`src/rtl/dag_sched_pkg.sv`:
```
// Shared definitions for the DAG scheduler: default operand width, id-width
// helper and the result payload carried from the pipe into the response FIFO.
package dag_sched_pkg;

    localparam int BITS_DEF = 2;
    // Payload fields are sized for the largest supported configuration;
    // narrower builds zero-extend into them and truncate on the way out.
    localparam int BITS_MAX = 16;
    localparam int ID_W_MAX = 3;

    function automatic int id_w(input int nreq);
        return (nreq > 1) ? $clog2(nreq) : 1;
    endfunction

    typedef struct packed {
        logic [ID_W_MAX-1:0] id;
        logic [BITS_MAX-1:0] out0;
        logic                out1;
    } pipe_payload_t;

endpackage

```
`src/rtl/bm_dag_sched_if.sv`:
```
// Requester and response handshake bundle for bm_dag_sched.
// master: stimulus/consumer side, slave: the scheduler.
interface bm_dag_sched_if
    import dag_sched_pkg::*;
#(
    parameter int NREQ = 4,
    parameter int BITS = BITS_DEF
);
    localparam int IDW = id_w(NREQ);

    logic [NREQ-1:0]      req_valid;
    logic [NREQ-1:0]      req_ready;
    logic [NREQ*BITS-1:0] req_a;
    logic [NREQ*BITS-1:0] req_b;
    logic [NREQ-1:0]      req_c;
    logic [NREQ-1:0]      req_d;
    logic                 rsp_valid;
    logic                 rsp_ready;
    logic [IDW-1:0]       rsp_id;
    logic [BITS-1:0]      rsp_out0;
    logic                 rsp_out1;

    modport master (
        output req_valid, req_a, req_b, req_c, req_d, rsp_ready,
        input  req_ready, rsp_valid, rsp_id, rsp_out0, rsp_out1
    );

    modport slave (
        input  req_valid, req_a, req_b, req_c, req_d, rsp_ready,
        output req_ready, rsp_valid, rsp_id, rsp_out0, rsp_out1
    );

endinterface

```
`src/rtl/dag_eval_pipe.sv`:
```
// Bitwise DAG evaluation pipe. S1 and S2 are registered; S3 is the
// combinational tail that feeds the response FIFO write port.
module dag_eval_pipe
    import dag_sched_pkg::*;
#(
    parameter int BITS = BITS_DEF,
    parameter int IDW  = 2
) (
    input  logic            clock,
    input  logic            reset_n,
    input  logic            in_valid,
    input  logic [BITS-1:0] in_a,
    input  logic [BITS-1:0] in_b,
    input  logic            in_c,
    input  logic            in_d,
    input  logic [IDW-1:0]  in_id,
    output logic            out_valid,
    output pipe_payload_t   out_data,
    output logic [1:0]      inflight
);
    localparam int STAGES = 2;

    logic [STAGES:1] vld_pipe;

    logic [BITS-1:0] s1_ta, s1_tb1, s1_a;
    logic            s1_tc1, s1_td1, s1_d;
    logic [IDW-1:0]  s1_id;

    logic [BITS-1:0] s2_ta, s2_tb;
    logic            s2_tc, s2_td;
    logic [IDW-1:0]  s2_id;

    // valid shift register; reset discards everything in flight
    always_ff @(posedge clock or negedge reset_n) begin
        if (!reset_n) vld_pipe <= '0;
        else          vld_pipe <= {vld_pipe[STAGES-1:1], in_valid};
    end

    // S1 and S2 datapath registers with a, d and id travelling as sidecars
    always_ff @(posedge clock or negedge reset_n) begin
        if (!reset_n) begin
            s1_ta <= '0; s1_tb1 <= '0; s1_a <= '0;
            s1_tc1 <= 1'b0; s1_td1 <= 1'b0; s1_d <= 1'b0; s1_id <= '0;
            s2_ta <= '0; s2_tb <= '0; s2_tc <= 1'b0; s2_td <= 1'b0; s2_id <= '0;
        end else begin
            s1_ta  <= in_a & in_b;
            s1_tb1 <= in_a | in_b;
            s1_tc1 <= in_c & in_d;
            s1_td1 <= in_c ^ in_d;
            s1_a   <= in_a;
            s1_d   <= in_d;
            s1_id  <= in_id;
            s2_ta  <= s1_ta;
            s2_tb  <= s1_a ^ s1_tb1;
            s2_tc  <= s1_tc1 ^ s1_d;
            s2_td  <= s1_td1 | s1_d;
            s2_id  <= s1_id;
        end
    end

    // S3: final AND terms packed into the FIFO payload
    always_comb begin
        out_data      = '0;
        out_data.id   = ID_W_MAX'(s2_id);
        out_data.out0 = BITS_MAX'(s2_ta & s2_tb);
        out_data.out1 = s2_tc & s2_td;
    end

    assign out_valid = vld_pipe[STAGES];
    assign inflight  = 2'(vld_pipe[1]) + 2'(vld_pipe[2]);

endmodule

```
`src/rtl/bm_dag_sched.sv`:
```
// Round-robin scheduler sharing one dag_eval_pipe among NREQ requesters,
// with a credit-protected response FIFO.
// Optional: DAG_SCHED_STATS_EN builds saturating issue/stall counters.
module bm_dag_sched
    import dag_sched_pkg::*;
#(
    parameter int BITS      = BITS_DEF,
    parameter int NREQ      = 4,
    parameter int RSP_DEPTH = 4
) (
    input  logic          clock,
    input  logic          reset_n,
    bm_dag_sched_if.slave bus,
    output logic [15:0]   stat_issued,
    output logic [15:0]   stat_stalled
);
    localparam int IDW = id_w(NREQ);
    localparam int PW  = $clog2(RSP_DEPTH);
    localparam int CW  = PW + 1;

    logic [IDW-1:0]  rr_ptr, winner;
    logic            found, credit_ok, xfer;
    logic [NREQ-1:0] grant;
    logic [1:0]      inflight;

    logic            push, pop;
    pipe_payload_t   pipe_out, head;
    pipe_payload_t   fifo_mem [RSP_DEPTH];
    logic [PW-1:0]   wr_ptr, rd_ptr;
    logic [CW-1:0]   fifo_count;

    // Registered counts only, so rsp_ready never reaches req_ready.
    assign credit_ok = (int'(inflight) + int'(fifo_count)) < RSP_DEPTH;

    // first asserted requester at or after rr_ptr, wrapping modulo NREQ
    always_comb begin
        int j;
        j      = 0;
        found  = 1'b0;
        winner = '0;
        for (int k = 0; k < NREQ; k++) begin
            j = int'(rr_ptr) + k;
            if (j >= NREQ) j = j - NREQ;
            if (!found && bus.req_valid[j]) begin
                found  = 1'b1;
                winner = IDW'(j);
            end
        end
    end

    assign xfer          = found & credit_ok & reset_n;
    assign grant         = xfer ? (NREQ'(1) << winner) : '0;
    assign bus.req_ready = grant;

    // pointer advances past the winner only on a transfer
    always_ff @(posedge clock or negedge reset_n) begin
        if (!reset_n)  rr_ptr <= '0;
        else if (xfer) rr_ptr <= (int'(winner) == NREQ - 1) ? '0 : winner + 1'b1;
    end

    dag_eval_pipe #(.BITS(BITS), .IDW(IDW)) u_pipe (
        .clock     (clock),
        .reset_n   (reset_n),
        .in_valid  (xfer),
        .in_a      (bus.req_a[int'(winner)*BITS +: BITS]),
        .in_b      (bus.req_b[int'(winner)*BITS +: BITS]),
        .in_c      (bus.req_c[winner]),
        .in_d      (bus.req_d[winner]),
        .in_id     (winner),
        .out_valid (push),
        .out_data  (pipe_out),
        .inflight  (inflight)
    );

    assign bus.rsp_valid = (fifo_count != '0);
    assign pop           = bus.rsp_valid & bus.rsp_ready;

    // FIFO storage; contents are don't-care until counted valid
    always_ff @(posedge clock) begin
        if (push) fifo_mem[wr_ptr] <= pipe_out;
    end

    // FIFO pointers and occupancy; credit guarantees push never overflows
    always_ff @(posedge clock or negedge reset_n) begin
        if (!reset_n) begin
            wr_ptr     <= '0;
            rd_ptr     <= '0;
            fifo_count <= '0;
        end else begin
            if (push) wr_ptr <= wr_ptr + 1'b1;
            if (pop)  rd_ptr <= rd_ptr + 1'b1;
            case ({push, pop})
                2'b10:   fifo_count <= fifo_count + 1'b1;
                2'b01:   fifo_count <= fifo_count - 1'b1;
                default: ;
            endcase
        end
    end

    // Head fields are forced to zero while empty so reset shows clean outputs.
    assign head         = fifo_mem[rd_ptr];
    assign bus.rsp_id   = bus.rsp_valid ? IDW'(head.id)    : '0;
    assign bus.rsp_out0 = bus.rsp_valid ? BITS'(head.out0) : '0;
    assign bus.rsp_out1 = bus.rsp_valid & head.out1;

`ifdef DAG_SCHED_STATS_EN
    logic stall;
    assign stall = (|bus.req_valid) & ~xfer;

    // saturating transfer and blocked-cycle counters
    always_ff @(posedge clock or negedge reset_n) begin
        if (!reset_n) begin
            stat_issued  <= '0;
            stat_stalled <= '0;
        end else begin
            if (xfer  && stat_issued  != 16'hFFFF) stat_issued  <= stat_issued  + 16'd1;
            if (stall && stat_stalled != 16'hFFFF) stat_stalled <= stat_stalled + 16'd1;
        end
    end
`else
    assign stat_issued  = '0;
    assign stat_stalled = '0;
`endif

endmodule

```
`src/flat_wrapper.sv`:
```
// flat-port wrapper written by rule: the top's interface ports become plain ports
module bm_dag_sched_flat import dag_sched_pkg::*;
#(
    parameter int BITS      = BITS_DEF,
    parameter int NREQ      = 4,
    parameter int RSP_DEPTH = 4
)
  (clock, reset_n, stat_issued, stat_stalled, bus_req_valid, bus_req_a, bus_req_b, bus_req_c, bus_req_d, bus_rsp_ready, bus_req_ready, bus_rsp_valid, bus_rsp_id, bus_rsp_out0, bus_rsp_out1);
  bm_dag_sched_if #(.NREQ(NREQ), .BITS(BITS)) bus_i ();
  input  logic clock;
  input  logic reset_n;
  output logic [15:0] stat_issued;
  output logic [15:0] stat_stalled;
  input wire logic [$bits(bus_i.req_valid)-1:0] bus_req_valid;
  input wire logic [$bits(bus_i.req_a)-1:0] bus_req_a;
  input wire logic [$bits(bus_i.req_b)-1:0] bus_req_b;
  input wire logic [$bits(bus_i.req_c)-1:0] bus_req_c;
  input wire logic [$bits(bus_i.req_d)-1:0] bus_req_d;
  input wire logic [$bits(bus_i.rsp_ready)-1:0] bus_rsp_ready;
  output wire logic [$bits(bus_i.req_ready)-1:0] bus_req_ready;
  output wire logic [$bits(bus_i.rsp_valid)-1:0] bus_rsp_valid;
  output wire logic [$bits(bus_i.rsp_id)-1:0] bus_rsp_id;
  output wire logic [$bits(bus_i.rsp_out0)-1:0] bus_rsp_out0;
  output wire logic [$bits(bus_i.rsp_out1)-1:0] bus_rsp_out1;
  assign bus_i.req_valid = bus_req_valid;
  assign bus_i.req_a = bus_req_a;
  assign bus_i.req_b = bus_req_b;
  assign bus_i.req_c = bus_req_c;
  assign bus_i.req_d = bus_req_d;
  assign bus_i.rsp_ready = bus_rsp_ready;
  assign bus_req_ready = bus_i.req_ready;
  assign bus_rsp_valid = bus_i.rsp_valid;
  assign bus_rsp_id = bus_i.rsp_id;
  assign bus_rsp_out0 = bus_i.rsp_out0;
  assign bus_rsp_out1 = bus_i.rsp_out1;
  bm_dag_sched #(.BITS(BITS), .NREQ(NREQ), .RSP_DEPTH(RSP_DEPTH)) u_core (.clock(clock), .reset_n(reset_n), .bus(bus_i), .stat_issued(stat_issued), .stat_stalled(stat_stalled));
endmodule
```
`config.mk`:
```
export PLATFORM = sky130hd
export DESIGN_NAME = bm_dag_sched_flat
export DESIGN_NICKNAME = d
export VERILOG_FILES = /design/src/rtl/dag_sched_pkg.sv /design/src/rtl/bm_dag_sched_if.sv /design/src/rtl/dag_eval_pipe.sv /design/src/rtl/bm_dag_sched.sv /design/src/flat_wrapper.sv
export SDC_FILE = /design/constraint.sdc
export NUM_CORES = 1
export LEC_CHECK = 0
export ABC_CLOCK_PERIOD_IN_PS = 2800
export CORE_AREA = 8 8 92 94
export DETAILED_ROUTE_END_ITERATION = 8
export DIE_AREA = 0 0 100 102
export PLACE_DENSITY = 0.66
export SYNTH_ARGS = -nofsm -noshare
export SYNTH_HDL_FRONTEND = slang
export SYNTH_SLANG_ARGS = --single-unit
```
`constraint.sdc`:
```
create_clock -name clock -period 2.8 [get_ports clock]
set_clock_uncertainty 0.15 [all_clocks]
set_input_delay 0.84 -clock clock [delete_from_list [all_inputs] [get_ports clock]]
set_output_delay 0.84 -clock clock [all_outputs]
set_load 0.05 [all_outputs]
```
==> flow_summary.yaml, run 1 <==
critical_path:
  cp_slowest_cell: "and2b_1"
  worstPathCellList: "buf_8 -> and2b_1 -> a21o_1 -> a211oi_2 -> buf_4 -> inv_4 -> ha_4 -> and2_4 -> buf_12"
  cp.arrival_ns: 2.08
  path_buf_inv: 4
  end_kind: "output port"
  critPathLaunchType: "input port"
  cp_top_family: "buffers and inverters"
  required_ns: 1.81
  timing_worst_setup_path_type: "in2out"
  max_stage_delay_ns: 0.17
  critPathMaxFanout: 4
grt:
  antenna_found_initial: 1
  grt_pass1_vias: 1472
  grt_max_degree: 31
  grt_pass1_wl_um: 6851
  gr-total-overflow: 0
  grt_usage_pct: 8.504
detailed_routing:
  first_pass_iters: 4
  vias: 1410
  wire_per_inst_um: 11.93
  drc_errors: 0
  wirelength_um: 4153
  antenna_left: 0
  drt_iter0_markers: 18
  via_per_inst: 4.052
clocking:
  cts.htree.levels: 2
  tritoncts: "built"
  clkTransAtPathRegs_ns: 0.08
  cts_sinks: 50
  cts_root_buf: "clkbuf_8"
  clock_path_buffers: 2
  numCtsBuffers: 5
  insertion_delay_ns: 0.30
  cts_hold_buf: 0
status:
  violations: "setup timing"
  outcome: "finished, violations left"
finish:
  area_growth_pct: 27.06
  design_area_um2: 3196
  layout.nets: 291
  antenna-diode-count: 0
  drive_above_1_share_pct: 26.91
sta:
  maxSlewViolCount: 0
  rsz0062_at_grt: "yes"
  post-route-period-util_pct: 109.6
  setup_ws_ns: -0.2691
  finalSetupViolations: 4
  fmaxAchievable_mhz: 325.8
  finalHoldViolations: 0
  fin_crit_ns: 3.069
  whs_ns: 0.2040
synth:
  ys_seq_area_share_pct: 53.73
  yosysUniqueCellTypes: 38
  yosysWarnings: 0
  synthesis.area_um2: 2515
  synthCells: 194
  syn_area_per_cell_um2: 12.96
  synth-seq-cells: 50
run:
  cap_violations: 0
place:
  place_area_um2: 3028
  portBuffers: 40
  place.gp.congestion: 0.6951
  hpwl_um: 3340
pwr:
  leakagePower_nw: 1.392
  irDropWorstVdd_mv: 0.4745
  power.total_mw: 3.129
  pwr_density_cell_nw_per_um2: 979.2
floorplanning:
  die_height_um: 102
  initial_utilization_pct: 35.63
  die_area_um2: 10200
  io_pins: 73
  dieWidth_um: 100
  rows: 31
  coreArea_um2: 7059
min_path:
  min_path_type: "reg2reg"
==> layer usage <==
| layer | track usage (%) | part of all wire, % | vias to the layer above |
|---|---|---|---|
| li1 | - | - | 685 |
| met1 | 9.524 | 40 | 670 |
| met2 | 13.39 | 49 | 46 |
| met3 | 4.837 | 9.2 | 7 |
| met4 | 2.791 | 1.2 | 2 |
| met5 | 0 | 0.31 | - |
==> cell type report <==
type | instances | area (um2)
clock inverters | 3 | 40.04
inverters | 11 | 51.30
repair buffers | 55 | 526.8
well taps | 99 | 123.9
flip-flops and latches | 50 | 1353
multi-input cells | 125 | 1032
clock buffers | 5 | 68.82
fillers | 667 | 3864
==> cell families (layout without fill, tap and decap cells) <==
family	Yosys count	after routing	synth area share, %
DFF	50	50	53.73
buffers and inverters	50	74	13.33
and+or+nand+nor	38	38	8.707
muxes	20	20	10.85
AOI/OAI and AO/OA	14	14	3.831
adders and majority gates	12	12	6.269
xor gates and xnor gates	9	9	3.135
other	1	32	0.1491
==> layout by cell type (no fill, tap or decap), types with 3 or more instances in the layout <==
| cell type | synthesis | routed |
|---|---|---|
| mux2_2 | 3 | 3 |
| dfrtp_1 | 30 | 29 |
| buf_4 | 32 | 21 |
| conb_1 | 1 | 32 |
| edfxtp_1 | 20 | 20 |
| ha_4 | 0 | 3 |
| mux4_2 | 5 | 5 |
| nand2_1 | 4 | 4 |
| ha_1 | 11 | 8 |
| inv_1 | 11 | 9 |
| clkbuf_8 | 0 | 5 |
| clkdlybuf4s50_1 | 0 | 25 |
| buf_12 | 1 | 4 |
| and2_1 | 17 | 13 |
| a21oi_1 | 6 | 4 |
| nor2_1 | 6 | 6 |
| xor2_1 | 7 | 7 |
| mux2i_1 | 10 | 10 |
| and2_4 | 0 | 4 |
==> Yosys cell counts, drive strengths merged <==
master / count / share of area (%)
a21oi: 6 / 1.2
nor2: 7 / 1.1
ha: 11 / 5.5
fa: 1 / 0.80
mux4: 5 / 4.5
nand2b: 2 / 0.50
buf: 35 / 11
nor3b: 1 / 0.30
or2: 1 / 0.25
a21boi: 1 / 0.45
inv: 11 / 1.6
or3: 1 / 0.25
dfrtp: 30 / 30
o32a: 1 / 0.40
xor2: 7 / 2.4
xnor2: 2 / 0.70
a21o: 1 / 0.30
mux2i: 10 / 4.0
mux2: 5 / 2.4
and2: 19 / 4.7
o21ai: 2 / 0.40
and2b: 2 / 0.70
nand2: 5 / 0.85
clkbuf: 4 / 0.75
a211oi: 3 / 1.1
conb: 1 / 0.15
edfxtp: 20 / 24
==> worst register-to-register path, cell delays in order, from the launching register on <==
cell and delay (ns):
dfrtp_1 0.40, buf_4 0.15, or3_1 0.46, and2_1 0.25
ha_1 0.21, inv_1 0.07, fa_1 0.17, xor2_1 0.15
nor2_1 0.06, xor2_1 0.14
==> worst paths after layout <==
kind                                        start                endpoint  slack, ns  depth (start not counted)
max in group asynchronous                 reset_n        u_core.rd_ptr[0]       1.68                          2
hold / removal             u_core.u_pipe.s1_ta[0]  u_core.u_pipe.s2_ta[0]       0.20                          0
setup / recovery                 bus_req_valid[2]        bus_req_ready[2]      -0.27                          9
hold reg to reg            u_core.u_pipe.s1_ta[0]  u_core.u_pipe.s2_ta[0]       0.20                          0
setup reg to reg             u_core.fifo_count[0]    u_core.fifo_count[2]       0.47                          9
min in group asynchronous                 reset_n    u_core.fifo_count[2]       0.52                          2
==> flip-flops by register name (all words and copies together) (netlist names) <==
name                    cells
u_core.u_pipe.s1_d          1
u_core.u_pipe.s1_id         2
u_core.u_pipe.s2_ta         2
u_core.rd_ptr               2
u_core.u_pipe.s2_tb         2
u_core.u_pipe.s1_td1        1
u_core.u_pipe.s2_id         2
u_core.rr_ptr               2
u_core.u_pipe.s1_tc1        1
u_core.u_pipe.s2_td         1
u_core.fifo_count           3
u_core.fifo_mem            20
u_core.u_pipe.s1_a          2
u_core.u_pipe.s1_tb1        2
u_core.u_pipe.vld_pipe      2
u_core.u_pipe.s2_tc         1
u_core.wr_ptr               2
u_core.u_pipe.s1_ta         2
==> timing repair <==
action | in CTS | in global routing
setup endpoints to repair | 11 | 4
buffers inserted | 4 | 0
gates resized for setup | 24 | 2
pin swaps | 5 | 1
hold endpoints to repair | 0 | 0
==> report_power, final <==
part | switching, mW | leakage [nW] | internal, mW | total [mW]
clock | 0.221 | 0.0579 | 0.263 | 0.484
sequential | 0.155 | 0.538 | 1.05 | 1.21
combinational | 0.808 | 0.796 | 0.630 | 1.44
total | 1.18 | 1.39 | 1.95 | 3.13
==> stage by stage <==
| step | utilization [%] | setup slack (ns) | instances | setup TNS (ns) |
|---|---|---|---|---|
| after floorplan | - | -0.1636 | 225 | -0.6314 |
| after global placement | 42.89 | -0.7052 | 336 | -4.738 |
| after detailed placement | 42.89 | -0.7293 | 336 | -4.921 |
| after CTS | 45.29 | -0.2718 | 348 | -0.9797 |
| after global routing | 45.27 | -0.3424 | 348 | -1.256 |
| final | 45.27 | -0.2691 | 348 | -0.9601 |
Note: power is estimated with default switching activity, not from simulation.
==> run 2, diff against run 1 <==
ABC_CLOCK_PERIOD_IN_PS = 3000   (was 2800)
GPL_ROUTABILITY_DRIVEN = 1   (was unset)
HOLD_SLACK_MARGIN = 0.1   (was unset)
PLACE_DENSITY = 0.64   (was 0.66)
clock period = 3 ns   (was 2.8 ns; I/O delays follow)
==> flow_summary.yaml, run 2 (synthesis gave the netlist of run 1 again) <==
finish:
  antenna-diode-count: 0
  final-seq-area_um2: 1351
  final_util_pct: 45.09
  drive_above_1_share_pct: 23.98
  stdcell_count: 345
  layout.nets: 288
  multiInputGateArea_um2: 1028
  mostFrequentLayoutCells: "32 x conb_1, 30 x dfrtp_1, 25 x clkdlybuf4s50_1"
  largest_reg_flops: 20
  final_common_cell: "conb_1"
  n_fill_cell: 692
  top_regs: "u_core.fifo_mem x20, u_core.fifo_count x3"
  top_register: "u_core.fifo_mem"
  area_growth_pct: 26.57
detailed_routing:
  drc_errors: 0
  wire_per_inst_um: 11.90
  first_pass_iters: 4
  via_per_inst: 3.986
  vias: 1375
  antenna_left: 0
  wirelength_um: 4105
  drt_iter0_markers: 18
floorplanning:
  die_height_um: 102
  rows: 31
  io_pins: 73
  initial_utilization_pct: 35.63
  dieWidth_um: 100
  die_area_um2: 10200
  coreArea_um2: 7059
place:
  portBuffers: 40
  place.gp.congestion: 0.6887
  dp_cells: 335
  hpwl_um: 3352
pwr:
  leakagePower_nw: 1.376
  pwr_density_cell_nw_per_um2: 901.6
  irDropWorstVdd_mv: 0.3475
  power.total_mw: 2.870
grt:
  antenna_found_initial: 1
  grt_pass1_wl_um: 6810
  grt_pass1_vias: 1483
  grt_use_met3_pct: 4.428
  met2_usage_pct: 13.70
  grt_usage_pct: 8.472
  use_met1_pct: 9.178
  busiest_layer: "met2"
  grt_max_degree: 31
  gr-total-overflow: 0
clocking:
  cts_root_buf: "clkbuf_8"
  cts_sinks: 50
  clock_path_buffers: 2
  numCtsBuffers: 5
  cts_hold_buf: 0
  cts.htree.levels: 2
  clkTransAtPathRegs_ns: 0.08
  insertion_delay_ns: 0.28
  tritoncts: "built"
critical_path:
  r2r_start: "u_core.fifo_count[0]"
  regToRegSetupSlack_ns: 0.69
  timing_worst_setup_path_type: "in2out"
  crit_start: "bus_req_valid[2]"
  reg2reg_to: "u_core.fifo_count[2]"
  cp.arrival_ns: 2.14
  r2r_cells: 9
  critPathMaxFanout: 4
  end_kind: "output port"
  critPathLaunchType: "input port"
  required_ns: 1.95
sta:
  setup_ws_ns: -0.1919
  fmaxAchievable_mhz: 313.3
  relSlewSlack_pct: 65.82
  post-route-period-util_pct: 106.4
  maxSlewViolCount: 0
  fin_crit_ns: 3.192
  rsz0062_at_grt: "yes"
  whs_ns: 0.2037
  finalSetupViolations: 4
  tightest_slew_ns: 0.5118
  finalHoldViolations: 0
status:
  outcome: "finished, violations left"
  violations: "setup timing"
run:
  cap_violations: 0
min_path:
  min_path_type: "reg2reg"
  min_to: "u_core.u_pipe.s2_id[1]"
  hold_depth: 0
  holdCritStartpoint: "u_core.u_pipe.s1_id[1]"
## run 2: stage by stage
step / instance area, um2 / TNS, ns / worst slack (ns)
floorplan: 2696 / -0.3114 / -0.08365
global placement: 3023 / -3.211 / -0.6208
detailed placement: 3023 / -3.428 / -0.6312
CTS: 3181 / -0.6536 / -0.1885
global route: 3183 / -0.9552 / -0.2718
finish: 3183 / -0.6594 / -0.1919
## run 2: cell type report
type	count	area share (%)
Clock buffer	7	2.398
Clock inverter	1	0.9434
Inverter	11	1.612
Multi-Input combinational cell	125	32.31
Sequential cell	50	42.45
Tap cell	99	3.892
Timing Repair Buffer	52	16.39
## run 2: metal layers
metal | vias up | share of wire (%)
met4 | 2 | 1.8
met5 | - | 0.19
met1 | 638 | 40
met3 | 9 | 9.6
met2 | 46 | 48
li1 | 680 | -
## run 2: critical path: stages
cell and delay, ns:
buf_8 0.09, and2b_1 0.17, a21o_1 0.16, a211oi_2 0.17, buf_4 0.18, inv_4 0.05, ha_4 0.15, and2_4 0.13
buf_12 0.14
## run 2: repair_timing
action                                  4_1_cts  5_1_grt
pin swaps                                     6        0
endpoints found under the setup margin        5        5
buffers inserted                              2        0
resized for setup                            25        1
hold endpoints to repair                      0        0
cloned                                        0        0
## run 2: how the worst max path moves through the flow
stage          slack [ns]               end  depth (start not counted)
2_1_floorplan       -0.08  bus_req_ready[1]                          8
3_3_place_gp        -0.62  bus_req_ready[2]                          9
3_5_place_dp        -0.63  bus_req_ready[2]                          9
4_1_cts             -0.19  bus_req_ready[2]                          9
5_1_grt             -0.27  bus_req_ready[2]                          9
6_report            -0.19  bus_req_ready[2]                          9
## run 2: where the power goes
group	switching, mW	internal [mW]	total, mW
Sequential	0.150	0.981	1.13
Combinational	0.732	0.569	1.30
Clock	0.188	0.249	0.438
==> run 3, diff against run 2 <==
CTS_CLUSTER_SIZE = 25   (was unset)
PLACE_DENSITY = unset   (was 0.64)
PLACE_DENSITY_LB_ADDON = 0.25   (was unset)
==> flow_summary.yaml, run 3 (synthesis gave the netlist of run 1 again) <==
grt:
  gr-total-overflow: 0
  antenna_found_initial: 0
  grt_pass1_wl_um: 7210
  grt_pass1_vias: 1482
  grt_usage_pct: 9.158
  grt_max_degree: 31
status:
  outcome: "finished, violations left"
  violations: "setup timing"
critical_path:
  required_ns: 1.95
  worstPathCellList: "buf_8 -> and2b_1 -> a21o_1 -> a211oi_2 -> buf_4 -> inv_4 -> ha_4 -> and2_4 -> buf_12"
  reg2reg_to: "u_core.fifo_count[1]"
  regToRegSetupSlack_ns: 0.64
  critPathMaxFanout: 4
  cp_slowest_cell: "and2b_1"
  r2r_start: "u_core.fifo_count[0]"
  timing_worst_setup_path_type: "in2out"
  end_kind: "output port"
  max_stage_delay_ns: 0.17
  cp.arrival_ns: 2.14
  r2r_cells: 8
  critPathLaunchType: "input port"
clocking:
  cts_sinks: 50
  cts_root_buf: "clkbuf_8"
  tritoncts: "built"
  clock_path_buffers: 2
  insertion_delay_ns: 0.29
  cts_hold_buf: 0
  clkTransAtPathRegs_ns: 0.08
  cts.htree.levels: 2
  numCtsBuffers: 5
finish:
  drive_above_1_share_pct: 25.91
  largest_reg_flops: 20
  area_growth_pct: 27.36
  top_regs: "u_core.fifo_mem x20, u_core.fifo_count x3"
  top_register: "u_core.fifo_mem"
  design_area_um2: 3203
  stdcell_count: 346
  final_common_cell: "conb_1"
  layout.nets: 289
  n_fill_cell: 678
  antenna-diode-count: 0
  mostFrequentLayoutCells: "32 x conb_1, 30 x dfrtp_1, 25 x clkdlybuf4s50_1"
pwr:
  irDropWorstVdd_mv: 0.3583
  leakagePower_nw: 1.382
  pwr_density_cell_nw_per_um2: 902.6
sta:
  rsz0062_at_grt: "yes"
  fmaxAchievable_mhz: 313.7
  finalHoldViolations: 0
  finalSetupViolations: 4
  post-route-period-util_pct: 106.3
  whs_ns: 0.2025
  fin_crit_ns: 3.188
  setup_ws_ns: -0.1878
  setup_tns_ns: -0.7079
  maxSlewViolCount: 0
floorplanning:
  die_area_um2: 10200
  io_pins: 73
  dieWidth_um: 100
  initial_utilization_pct: 35.63
  die_height_um: 102
  coreArea_um2: 7059
  rows: 31
detailed_routing:
  drt_iter0_markers: 14
  first_pass_iters: 4
  vias: 1353
  wire_per_inst_um: 12.41
  wirelength_um: 4293
  drc_errors: 0
  antenna_left: 0
  via_per_inst: 3.910
min_path:
  min_path_type: "reg2reg"
  hold_depth: 0
  holdCritStartpoint: "u_core.u_pipe.s1_id[0]"
  min_to: "u_core.u_pipe.s2_id[0]"
place:
  place_area_um2: 3030
  dp_cells: 336
  hpwl_um: 3431
  portBuffers: 40
  place.gp.congestion: 0.6706
  place_ws_ns: -0.6393
run:
  cap_violations: 0
==> run 3: changes by cell type in the layout (fill, tap and decap cells not counted) <==
cell	change
a21oi_1	-1
a21oi_2	+1
buf_4	+1
buf_6	-1
bufinv_16	-1
clkbuf_1	-2
clkbuf_8	+3
clkdlybuf4s15_2	+1
dlygate4sd2_1	+1
dlymetal6s2s_1	-1
nor2_1	-1
nor2_2	+1
nor3b_2	-1
nor3b_4	+1
==> run 3: how the worst max path moves through the flow <==
stage | depth (start not counted) | endpoint | startpoint | slack [ns]
floorplan | 8 | bus_req_ready[1] | bus_req_valid[1] | -0.08
detailed placement | 9 | bus_req_ready[2] | bus_req_valid[2] | -0.64
finish | 9 | bus_req_ready[2] | bus_req_valid[2] | -0.19
global placement | 9 | bus_req_ready[2] | bus_req_valid[2] | -0.63
global route | 9 | bus_req_ready[2] | bus_req_valid[2] | -0.28
CTS | 9 | bus_req_ready[2] | bus_req_valid[2] | -0.20
==> run 3: metal layers <==
metal | up-vias | track usage (%) | share of wire (%) | wire (um)
met2 | 45 | 14.11 | 48 | 2051
met3 | 7 | 3.406 | 7.1 | 306
met4 | 0 | 4.535 | 1.5 | 65
li1 | 683 | - | - | -
met1 | 618 | 11.06 | 44 | 1870
met5 | - | 0 | 0 | 0
==> run 3: area by class of cell <==
cell class | count | area [um2] | share of cell area (%)
Clock buffer | 8 | 110.1 | 3.438
Timing Repair Buffer | 53 | 525.5 | 16.41
Tap cell | 99 | 123.9 | 3.867
Multi-Input combinational cell | 125 | 1041 | 32.50
Sequential cell | 50 | 1351 | 42.19
Inverter | 11 | 51.30 | 1.602
==> run 3: stage by stage <==
stage	power, mW	util (%)
after floorplan	2.134	-
after global routing	3.110	45.37
after global placement	2.428	42.93
after CTS	2.929	45.29
final	2.891	45.37
after detailed placement	2.460	42.93
==> run 3: timing repair <==
| item | 4_1_cts | 5_1_grt |
|---|---|---|
| setup buffers | 2 | 0 |
| setup endpoints to repair | 5 | 4 |
| gates resized for setup | 25 | 2 |
| pin swaps | 5 | 4 |
| gates cloned | 0 | 0 |
==> run 3: report_power, final <==
group / switching, mW / leakage (nW) / internal (mW)
Combinational: 0.749 / 0.785 / 0.583
Sequential: 0.152 / 0.539 / 0.981
Clock: 0.194 / 0.0575 / 0.233
==> run 3: critical path, delay by kind of cell <==
kind | cells | cell delay, ns
AOI/OAI and AO/OA | 2 | 0.33
adders and majority gates | 1 | 0.15
buffers and inverters | 4 | 0.45
and+or+nand+nor | 2 | 0.31
==> variant 1 (config.mk and constraints of run 2) <==
`NREQ` is set to 4 in 3 places; all go to 2.
--- a/src/rtl/bm_dag_sched_if.sv
+++ b/src/rtl/bm_dag_sched_if.sv
@@ -5,3 +5,3 @@
 #(
-    parameter int NREQ = 4,
+    parameter int NREQ = 2,
     parameter int BITS = BITS_DEF
--- a/src/rtl/bm_dag_sched.sv
+++ b/src/rtl/bm_dag_sched.sv
@@ -7,3 +7,3 @@
     parameter int BITS      = BITS_DEF,
-    parameter int NREQ      = 4,
+    parameter int NREQ      = 2,
     parameter int RSP_DEPTH = 4
--- a/src/flat_wrapper.sv
+++ b/src/flat_wrapper.sv
@@ -4,3 +4,3 @@
     parameter int BITS      = BITS_DEF,
-    parameter int NREQ      = 4,
+    parameter int NREQ      = 2,
     parameter int RSP_DEPTH = 4
Ports: changed (7 resized); port bits go from 73 to 56. The function was not compared with the original's and may differ.
==> variant 1 against run 2 <==
Design area is 23% lower; final cell count fell by 17%; sequential power shrank 25%; area after synthesis shrank 19%; fmax up 9.3%; sequential cell count is 7 lower; worst setup slack better by 0.27 ns; wire length shrank 21%; power is 24% lower; largest power group is now registers; highest routed layer is now met4.
==> variant 1: results (changes against run 2) <==
Top power group=registers; worst setup path start=u_core.fifo_count[0]$_DFFE_PN0P_; vias=1066 (-22%); Buffers excl. clock=29 (-44%); CP Class=register to primary output; outcome=completed; All-Layer GR Usage=0.06777 (-0.01695); Worst Setup EP=bus_rsp_valid; inverters=9 (-2); largest net degree at the start of global routing=28 (-9.7%); gpl congestion=0.6947 (+0.87%); Sw Share=0.3548 (-0.01817); Wirelength per Cell=11.31 um (-5.0%); Port Buffer Count=23 (-43%); P_leak=0.001094 uW (-21%); Seq pwr share=0.387 (-0.007); multiplexer share of the synthesized area=0.08589 (-0.02257); multi-input gates=100 (-20%); flip-flop and latch area=1156 sq um (-14%); Worst-Margin Slew=0.5018 ns (-0.009996 ns); Clock Buffer Count=6 (-1); FFs w/ async S/R, synth=0.6279 (+0.02791); Syn Area/Cell=13.07 sq um (+0.85%); Yosys cell types=32 (-16%); Data buffer area share=0.1173 (-0.04660); cts repair resizes=2 (-92%); dpl hpwl=2.613 mm (-22%); Area after DPL=2305 sq um (-24%); fraction of area in multi-input gates=0.2905 (-0.03264); final net count=213 (-26%); iteration-0 DRC count of the detailed router=34 (+16); Hold WS=0.1979 ns (-0.005721 ns); synth top area cells=dfrtp_1 33%, edfxtp_1 24%, buf_4 12%; Largest regs=u_core.fifo_mem: 16 flops, u_core.fifo_count: 3 flops; Worst R2R Setup Slack=0.73 ns (+0.04 ns); Placed Cells=280 (-16%); share of layout cells above drive strength 1=0.1640 (-0.07582); crit-path max cell delay=0.73 ns (+0.55 ns); Commonest cells post-synth=32 x buf_4, 27 x dfrtp_1, 16 x edfxtp_1; Layout area overhead=19.75%; first-pass GRT wire length=5.299 mm (-22%); Non-Filler Instances=288 (-17%); setup repair bufs after CTS=0 (-2)
[variant 1: cell count changes after synthesis, moves of 3 or more]
| cell | before | now |
|---|---|---|
| and2_1 | 17 | 11 |
| mux2i_1 | 10 | 4 |
| a21oi_1 | 6 | 1 |
| edfxtp_1 | 20 | 16 |
| ha_1 | 11 | 7 |
| dfrtp_1 | 30 | 27 |
[variant 1: metal layers]
layer | vias to the layer above | routed length (um) | part of all wire | track usage
met5 | - | 0 | 0 | 0
met4 | 0 | 69 | 0.021 | 0.03837
met3 | 6 | 197 | 0.061 | 0.02793
met2 | 42 | 1669 | 0.51 | 0.1124
met1 | 507 | 1320 | 0.41 | 0.07196
li1 | 511 | - | - | -
[variant 1: cells by family after synthesis]
group	count (synthesis)
flip-flops	43
buffers and inverters	44
other	1
AO/OA/AOI/OAI	9
adder cells (fa/ha/maj)	8
AND/OR/NAND/NOR	30
XOR/XNOR	9
multiplexers	12
==> variant 2 (settings of run 2) <==
Without the edit above. Add a define of `DAG_SCHED_STATS_EN`.
--- a/src/rtl/bm_dag_sched.sv
+++ b/src/rtl/bm_dag_sched.sv
@@ -3,2 +3,4 @@
 // Optional: DAG_SCHED_STATS_EN builds saturating issue/stall counters.
+`define DAG_SCHED_STATS_EN
+
 module bm_dag_sched
Check against the original RTL: not equivalent (a bounded check fails within 4 cycles, from zero or initial values and one cycle with reset_n low).
==> variant 2 against run 2 <==
The run still ends with setup timing left; design area grew 66%; worst setup slack better by 0.14 ns; fmax grew 4.8%; area after synthesis up 52%; power increased by 74%; wire length rose by 84%; register-to-register slack worse by 0.11 ns; sequential power increased by 57%; sequential share of layout area down 1.6 points; synthesized cell count increased by 51%; sequential cell count grew 32; largest cell class unchanged; largest power group unchanged.
==> variant 2: results (changes against run 2) <==
clk sinks=82 (+64%); outcome=finished with violations; vias in the first global route=2659 (+79%); initial antenna violation count=0 (-1); Syn Area/Cell=13.02 sq um (+0.44%); r2r endpoint=u_core.stat_issued[8]$_DFFE_PN0P_; synth top area cells=dfrtp_1 41%, edfxtp_1 16%, xnor2_1 6.2%; FFs w/ async S/R, synth=0.7561 (+0.1561); crit path DAT=2.00 ns (-0.14 ns); Hold WS=0.2040 ns (+0.0003560 ns); pre-CTS setup slack=-0.6610 ns (-0.02979 ns); first-pass GRT wire length=12.69 mm (+86%); iteration-0 DRC count of the detailed router=55 (+37); peak supply drop=0.5601 mV (+61%); final setup TNS=-0.1521 ns (+0.5074 ns); Worst R2R Setup Slack=0.58 ns (-0.11 ns); Skew-Pair Late Insertion Delay=0.36 ns (+0.08 ns); # setup viols final=4 (unchanged); total CTS buffers=9 (+4); Area after DPL=4837 sq um (+60%); PnR worst setup slack=-0.04703 ns (+0.1449 ns); gpl congestion=0.7493 (+8.8%); failing checks=setup timing; HP Start=u_core.u_pipe.s1_ta[1]$_DFF_PN0_; Yosys cell types=50 (+32%); filler cell count=479 (-31%); H-tree depth=3 (+1); worst r2r src=u_core.u_pipe.vld_pipe[1]$_DFF_PN0_; Port Buffer Count=72 (+80%); Worst-Margin Slew=0.7409 ns (+0.2291 ns); Wirelength per Cell=14.90 um (+25%); Placed Cells=478 (+43%); dpl hpwl=5.453 mm (+63%); Commonest cells post-synth=62 x dfrtp_1, 27 x xnor2_1, 20 x edfxtp_1; share of layout cells above drive strength 1=0.2647 (+0.02487); Post-Route WL=7.552 mm (+84%)
-- variant 2: cell types whose count changed after synthesis, moves of 6 or more --
cell and delta:
nand3_1 +11, and2_2 +8, nor2_1 +6, buf_4 -31, xnor2_1 +25, nand4_1 +13
and3_1 +14, and2_1 -7, dfrtp_1 +32, nand2_1 +10
-- variant 2: cell families (layout without fill, tap and decap cells) --
| group | count (synthesis) | count (layout) | synth area share |
|---|---|---|---|
| flip-flops | 82 | 82 | 0.5641 |
| XOR/XNOR | 39 | 39 | 0.08954 |
| AO/OA/AOI/OAI | 24 | 24 | 0.06527 |
| AND/OR/NAND/NOR | 100 | 100 | 0.1519 |
| multiplexers | 15 | 15 | 0.05674 |
| adder cells (fa/ha/maj) | 14 | 14 | 0.04789 |
| buffers and inverters | 19 | 134 | 0.02460 |
-- variant 2: final cells by class --
type,count,area (sq um),share of cell area
Clock buffer,9,123.9,0.02350
Sequential cell,82,2153,0.4085
Inverter,13,56.30,0.01068
Clock inverter,7,127.6,0.02421
Timing Repair Buffer,105,1022,0.1939
Tap cell,99,123.9,0.02350
Multi-Input combinational cell,192,1664,0.3157
-- variant 2: where the power goes --
| group | switching, uW | internal, uW | leakage, uW | total [uW] |
|---|---|---|---|---|
| combinational | 1240 | 985 | 0.00114 | 2220 |
| sequential | 277 | 1500 | 0.000964 | 1770 |
| clock | 422 | 567 | 0.000127 | 989 |
-- variant 2: routing by layer --
| metal | track usage | up-vias | share of wire | routed length (um) |
|---|---|---|---|---|
| met2 | 0.2586 | 66 | 0.49 | 3728 |
| met4 | 0.05349 | 0 | 0.0081 | 61 |
| met1 | 0.1855 | 1247 | 0.43 | 3247 |
| li1 | - | 1258 | - | - |
| met3 | 0.06608 | 5 | 0.068 | 514 |
| met5 | 0 | - | 0 | 0 |
-- variant 2: repair_timing --
| action | 4_1_cts | 5_1_grt |
|---|---|---|
| buffers inserted | 11 | 2 |
| hold buffers | 0 | 0 |
| gates resized for setup | 41 | 0 |
| setup endpoints to repair | 4 | 4 |
| endpoints found under the hold margin | 0 | 0 |
| pin swaps | 8 | 0 |
-- variant 2: worst max path at each step --
stage	startpoint	to	slack (ns)	cells past startpoint
floorplan	bus_req_valid[3]	bus_req_ready[0]	-0.04	5
global placement	bus_req_valid[3]	bus_req_ready[2]	-0.62	8
detailed placement	bus_req_valid[3]	bus_req_ready[0]	-0.66	8
CTS	bus_req_valid[3]	bus_req_ready[0]	-0.05	8
global route	u_core.u_pipe.vld_pipe[1]$_DFF_PN0_	bus_req_ready[3]	-0.08	5
finish	bus_req_valid[3]	bus_req_ready[0]	-0.05	8
-- variant 2: critical path, stage by stage --
cell,delay [ns]
buf_12,0.09
and3b_2,0.22
o21ai_4,0.15
nand2_4,0.09
buf_6,0.13
ha_4,0.14
and2_4,0.13
buf_8,0.14
